### config.mk
export PLATFORM = sky130hd
export DESIGN_NAME = if_id_buffer
export DESIGN_NICKNAME = d
export VERILOG_FILES = /design/src/rtl/if_id_buffer.sv
export SDC_FILE = /design/constraint.sdc
export NUM_CORES = 1
export LEC_CHECK = 0
export CAP_MARGIN = 40
export CORE_AREA = 2 2 109 191
export DETAILED_ROUTE_END_ITERATION = 12
export DIE_AREA = 0 0 111 193
export DONT_BUFFER_PORTS = 1
export PLACE_DENSITY_LB_ADDON = 0.2
export SETUP_SLACK_MARGIN = 0.15
export SLEW_MARGIN = 10
export SYNTH_ARGS = -nofsm -noshare
export SYNTH_HDL_FRONTEND = slang
export SYNTH_SLANG_ARGS = --single-unit
### constraint.sdc
create_clock -name clk -period 2.9 [get_ports clk]
set_input_delay 0.58 -clock clk [delete_from_list [all_inputs] [get_ports clk]]
set_output_delay 0.58 -clock clk [all_outputs]
set_load 0.05 [all_outputs]
### src/rtl/if_id_buffer.sv
// ---------------------------------------------------------------------------
// if_id_buffer
//
// Fetch-to-decode stage.  Captures each fetched {pc, instr} pair in a
// 2-entry skid FIFO so that a decode stall never loses a word already
// fetched, drives the PC register's advance enable, and empties itself on
// a redirect flush.
//
// Optional feature (macro IF_ADEL_CHECK_EN): when defined, each enqueued
// fetch address is range/alignment checked; an illegal address is stored
// as a NOP with exception code EXC_ADEL.  When undefined, the instruction
// is stored unchanged, exc is always 0 and no comparators are built.
//
// Ports:
//   clk          clock
//   reset        synchronous, active-high reset
//   pc_in        current PC from the PC register
//   instr_in     instruction word read combinationally at pc_in
//   fetch_valid  pc_in/instr_in hold a valid fetch this cycle
//   flush        discard all buffered and incoming words (redirect)
//   id_ready     decode accepts the head word this cycle
//   pc_en        enable to the PC register (advance or load redirect)
//   valid_out    head entry valid
//   pc_out       PC of the head entry (0 when empty)
//   pc8_out      pc_out + 8, link address for jal/jalr
//   instr_out    instruction of the head entry (0 = NOP when empty)
//   exc_out      exception code of the head entry, 0 = none
//   count_out    occupancy, 0..2
// ---------------------------------------------------------------------------
module if_id_buffer #(
    parameter logic [31:0] PC_LO    = 32'h0000_3000,
    parameter logic [31:0] PC_HI    = 32'h0000_6FFC,
    parameter logic [4:0]  EXC_ADEL = 5'd4
) (
    input  logic        clk,
    input  logic        reset,
    input  logic [31:0] pc_in,
    input  logic [31:0] instr_in,
    input  logic        fetch_valid,
    input  logic        flush,
    input  logic        id_ready,
    output logic        pc_en,
    output logic        valid_out,
    output logic [31:0] pc_out,
    output logic [31:0] pc8_out,
    output logic [31:0] instr_out,
    output logic [4:0]  exc_out,
    output logic [1:0]  count_out
);

    logic [31:0] pc_mem_r    [2];
    logic [31:0] instr_mem_r [2];
    logic [4:0]  exc_mem_r   [2];
    logic        head_r;
    logic        tail_r;
    logic [1:0]  count_r;

    logic        in_ready_s;
    logic        enq_s;
    logic        deq_s;
    logic [31:0] wr_instr_s;
    logic [4:0]  wr_exc_s;

    // Readiness looks only at the registered count: a full buffer refuses
    // the incoming word even if decode pops in the same cycle.
    assign in_ready_s = (count_r < 2'd2);
    assign valid_out  = (count_r != 2'd0);
    assign enq_s      = fetch_valid & in_ready_s & ~flush & ~reset;
    assign deq_s      = valid_out & id_ready & ~flush & ~reset;
    assign pc_en      = ~reset & (flush | (fetch_valid & in_ready_s));
    assign count_out  = count_r;

`ifdef IF_ADEL_CHECK_EN
    logic adel_s;
    logic unused_cfg_s;
    assign unused_cfg_s = 1'b0;

    // Illegal fetch address: misaligned or outside the instruction window.
    always_comb begin
        adel_s = 1'b0;
        if ((pc_in[1:0] != 2'b00) || (pc_in < PC_LO) || (pc_in > PC_HI)) begin
            adel_s = 1'b1;
        end else begin
            adel_s = 1'b0;
        end
    end

    // A faulty word is stored as a NOP tagged with the address-error code.
    always_comb begin
        wr_instr_s = instr_in;
        wr_exc_s   = 5'd0;
        if (adel_s) begin
            wr_instr_s = 32'h0000_0000;
            wr_exc_s   = EXC_ADEL;
        end else begin
            wr_instr_s = instr_in;
            wr_exc_s   = 5'd0;
        end
    end
`else
    logic unused_cfg_s;
    assign unused_cfg_s = ^{PC_LO, PC_HI, EXC_ADEL};

    // Without address checking the fetched word is stored as-is.
    always_comb begin
        wr_instr_s = instr_in;
        wr_exc_s   = 5'd0;
    end
`endif

    // FIFO storage, pointers and occupancy.
    always_ff @(posedge clk) begin
        if (reset) begin
            head_r  <= 1'b0;
            tail_r  <= 1'b0;
            count_r <= 2'd0;
            for (int i = 0; i < 2; i++) begin
                pc_mem_r[i]    <= 32'h0000_0000;
                instr_mem_r[i] <= 32'h0000_0000;
                exc_mem_r[i]   <= 5'd0;
            end
        end else if (flush) begin
            // Entry contents are left stale; count=0 hides them.
            head_r  <= 1'b0;
            tail_r  <= 1'b0;
            count_r <= 2'd0;
        end else begin
            if (enq_s) begin
                pc_mem_r[tail_r]    <= pc_in;
                instr_mem_r[tail_r] <= wr_instr_s;
                exc_mem_r[tail_r]   <= wr_exc_s;
                tail_r              <= ~tail_r;
            end
            if (deq_s) begin
                head_r <= ~head_r;
            end
            case ({enq_s, deq_s})
                2'b10:   count_r <= count_r + 2'd1;
                2'b01:   count_r <= count_r - 2'd1;
                default: count_r <= count_r;
            endcase
        end
    end

    // Head presentation; an empty buffer shows a zero NOP.
    always_comb begin
        pc_out    = 32'h0000_0000;
        instr_out = 32'h0000_0000;
        exc_out   = 5'd0;
        if (valid_out) begin
            pc_out    = pc_mem_r[head_r];
            instr_out = instr_mem_r[head_r];
            exc_out   = exc_mem_r[head_r];
        end else begin
            pc_out    = 32'h0000_0000;
            instr_out = 32'h0000_0000;
            exc_out   = 5'd0;
        end
    end

    // Link address, wraps modulo 2^32.
    assign pc8_out = pc_out + 32'd8;

endmodule

==> summary.txt, run 1 <==
STA
  • Final setup viols: 19
  • Actual slew at the worst max-slew pin: about 0.63 ns
  • Worst hold margin: around 0.23 ns
  • Fmax: around 0.33 GHz
  • Setup Skew: ~0.0078 ns
  • Final period utilization: 1.06
  • Final min period: 3.07 ns
  • Final Hold Viols: 0
  • Slack of the critical path: -0.175 ns
  • RSZ-0062 raised after global routing: true
  • Fin. max-slew vios: 0
  • Worst slew margin: 0.579
  • Setup TNS Final: -2.13 ns

Route
  • Drt total wl: 17.2 mm
  • Pre-antenna DRT Iters: 6
  • Final ANT Viol Nets: 0
  • First DRT Iteration DRCs: roughly 140
  • Vias after detailed routing: about 4600
  • Routed vias/inst: just under 5
  • Residual DRC: 0
  • DR WL/cell: 18.1 um

Run status
  • Failing checks: setup timing
  • Status: finished, violations left

Clock network
  • Total CTS buffers: 17
  • H-tree depth: 4
  • Worst skew pair latency: 0.42 ns
  • Hold buffer count at cts: 0
  • Clock Path Buffers: 2
  • Clock transition at the registers of the reported paths: ~0.05 ns
  • Root Buffer Master: clkbuf_16
  • Total clock sinks: 133
  • CTS tree: yes

Yosys
  • Mapped Area: slightly below 7000 um^2
  • Syn_area_per_cell: ~12 um^2
  • Number of synthesized flops with an enable pin: around 130
  • Post-synthesis adder-cell area fraction: 0.00364
  • Post-Synth XOR/XNOR Area: 0.0407
  • Sequential fraction of the synthesis area: 0.573
  • Synth Instances: 560
  • Top cell type by total area after synthesis: edfxtp_1
  • Post-synthesis mux area share: 0.0917
  • Synth top area share: 0.559
  • Async S/R FF share, synth: 0
  • Synth cell count leaders: and2_1, edfxtp_1, nor2_1
  • Largest family of logic cells by synthesized area: simple AND/OR/NAND/NOR gates
  • Synth Area in Compound Gates: 0.0162
  • YS warnings: 0
  • Most common flop cell mapped by yosys: edfxtp_1
  • Synth top area cells: edfxtp_1, and2_1, mux2i_1
  • Synth Register Bits: roughly 130
  • Post-synthesis simple-gate area fraction: 0.230
  • Count of cell types in the netlist: 37

GRT
  • Total track usage: 0.163
  • First-pass GRT wire length: roughly 27 mm
  • GRT overflow: 0
  • Initial antenna violation count: 1
  • Largest net degree at the start of global routing: 65
  • Number of global-route vias before repair: 5029

Power
  • Clock network power share: 0.456
  • Power share of the combinational group: 0.069
  • Sequential power share: 0.475
  • Pwr Total: 4.69 mW
  • Pleak: around 3.8 nW
  • Switching Share: 0.223
  • Net Switching: roughly 1.0 mW
  • Internal Power: around 3.6 mW
  • Max VDD drop: about 0.00036 V
  • P per Cell Area: ~480 nW/um^2

Worst hold path
  • Hold WC Path Type: primary input to flip-flop
  • Hold depth: 1
  • Hold Path Sink: count_out[1]
  • Worst hold start: flush

Critical path
  • Worst Setup Start Kind: flip-flop
  • Crit Path Max Fanout: 27
  • Buffers & Inverters on Critical Path: 2
  • Critical R2R Capture: instr_mem_r[0][25]
  • Crit-path slowest cell: nor4_4
  • Setup slack, reg-to-reg: around 0.83 ns
  • Arrival @ worst endpoint: between 2 and 2.5 ns
  • Setup CP Type: flip-flop to output port
  • Setup crit end kind: output port
  • Cell mode on critical path: buf_12
  • Critical Path Max Stage Delay: 0.43 ns
  • FF-to-FF path depth: 6
  • Crit path cell chain: buf_12 > nand3b_4 > a211oi_4 > nand4_4 > nor4_4 > xor2_4 > buf_12
  • WP data required: ~2.3 ns
  • R2R Path Start: count_out[1]
  • Top cell family by delay on the critical path: simple AND/OR/NAND/NOR gates

Placement
  • DP Area: just under 9000 um^2
  • GP Congestion: about 0.89
  • DP HPWL: 12.0 mm
  • Port Buffer Count: 0
  • Placed Instances: between 800 and 900
  • Worst slack at placement: between 0.1 and 0.15 ns

Floorplanning
  • Starting Density: 0.345
  • Row count: 69
  • Io pins: roughly 170
  • Die height: between 150 and 200 um
  • Die ar.: around 21000 um^2
  • DIE WIDTH: ~110 um
  • CORE AREA: 19900 um^2

Cells and area
  • Final core utilization: 0.492
  • Design area: just under 10000 um^2
  • Area of the multi-input gates: roughly 3400 um^2
  • Non-filler cells, final: roughly 950
  • Area Growth Syn to Fin: 42.6%
  • Reg area: around 4000 um^2
  • Layout cells sized above 1: 0.398
  • Fill count: around 1800
  • Nets@finish: about 760

Run
  • Max cap viols: 0
## cells by family after synthesis
group | Yosys count
compound gates | 10
xor+xnor | 32
fa+ha+maj | 2
buf+inv | 52
flops | 133
mux | 63
other cells | 1
simple gates | 267
## worst reg2reg max path, stage by stage (launching register included)
cell and delay, ns:
dfxtp_4 0.35, buf_4 0.19, nor2b_1 0.18, nand2_1 0.22
nor2_4 0.15, or2_4 0.33, buf_4 0.33
## cell usage in the layout (no fill, tap or decap), drive strengths merged
cell      count
a211oi        5
a21oi         2
and2        128
buf         144
bufinv        3
clkbuf       19
clkinv        9
clkinvlp      3
conb          5
dfxtp         5
diode         2
edfxtp      128
ha            2
inv           8
mux2i        63
nand2        13
nand2b        1
nand3        15
nand3b        5
nand4         5
nor2         72
nor2b         1
nor3         15
nor4         10
o21ai         2
o22ai         1
or2           3
xnor2        13
xor2         19
## per-layer routing
metal  global-route usage  routed length [um]  part of all wire  vias to the layer above
met4               0.0952                 627             0.036                        0
met1                0.156                5760              0.33                     2228
met3               0.0334                 726             0.042                       30
met2                0.319               10100              0.59                      141
met5                    0                   0                 0                        -
li1                     -                   -                 -                     2163
## what timing repair did
action | CTS | global route
cloned | 1 | 1
pin swaps | 9 | 5
endpoints found under the setup margin | 25 | 26
setup buffers | 18 | 2
resized for setup | 32 | 13
## worst max-delay path by stage
stage	endpoint	slack (ns)	depth (start not counted)
6_report	pc8_out[30]	-0.17	7
5_1_grt	pc8_out[25]	-0.30	7
4_1_cts	pc8_out[25]	-0.22	7
3_5_place_dp	pc8_out[25]	0.11	9
3_3_place_gp	pc8_out[12]	0.12	6
2_1_floorplan	pc8_out[13]	-0.54	12
## registers in the layout, summed over array words and instances (netlist names), named ones only
register / flops
head_r: 1
pc_mem_r: 64
count_out: 2
instr_mem_r: 64
tail_r: 1
## power by group through the flow
| stage | registers, mW | logic [mW] | clock network (mW) |
|---|---|---|---|
| after floorplan | 2.26 | 0.230 | 0 |
| after global placement | 2.26 | 0.315 | 0 |
| after detailed placement | 2.27 | 0.321 | 0 |
| after CTS | 2.23 | 0.326 | 2.19 |
| after global routing | 2.24 | 0.346 | 2.26 |
| final | 2.23 | 0.323 | 2.14 |
## cell type report
| cell class | count | share of cell area |
|---|---|---|
| timing repair buffer | 145 | 0.154 |
| clock inverter | 14 | 0.0165 |
| tap | 248 | 0.0316 |
| clock buffer | 18 | 0.0438 |
| multi-input combinational | 380 | 0.346 |
| antenna | 2 | 0.000510 |
| sequential | 133 | 0.403 |
| inverter | 9 | 0.00383 |
No activity file was read; power rests on OpenSTA's default activity.
==> run 2: changes to the inputs <==
--- a/config.mk
+++ b/config.mk
@@ -12,7 +12,6 @@
 export DONT_BUFFER_PORTS = 1
 export PLACE_DENSITY_LB_ADDON = 0.2
 export SETUP_SLACK_MARGIN = 0.15
-export SLEW_MARGIN = 10
 export SYNTH_ARGS = -nofsm -noshare
 export SYNTH_HDL_FRONTEND = slang
 export SYNTH_SLANG_ARGS = --single-unit
==> results of run 2 <==
No change in the layout: final DEF, timing and power equal those of run 1.
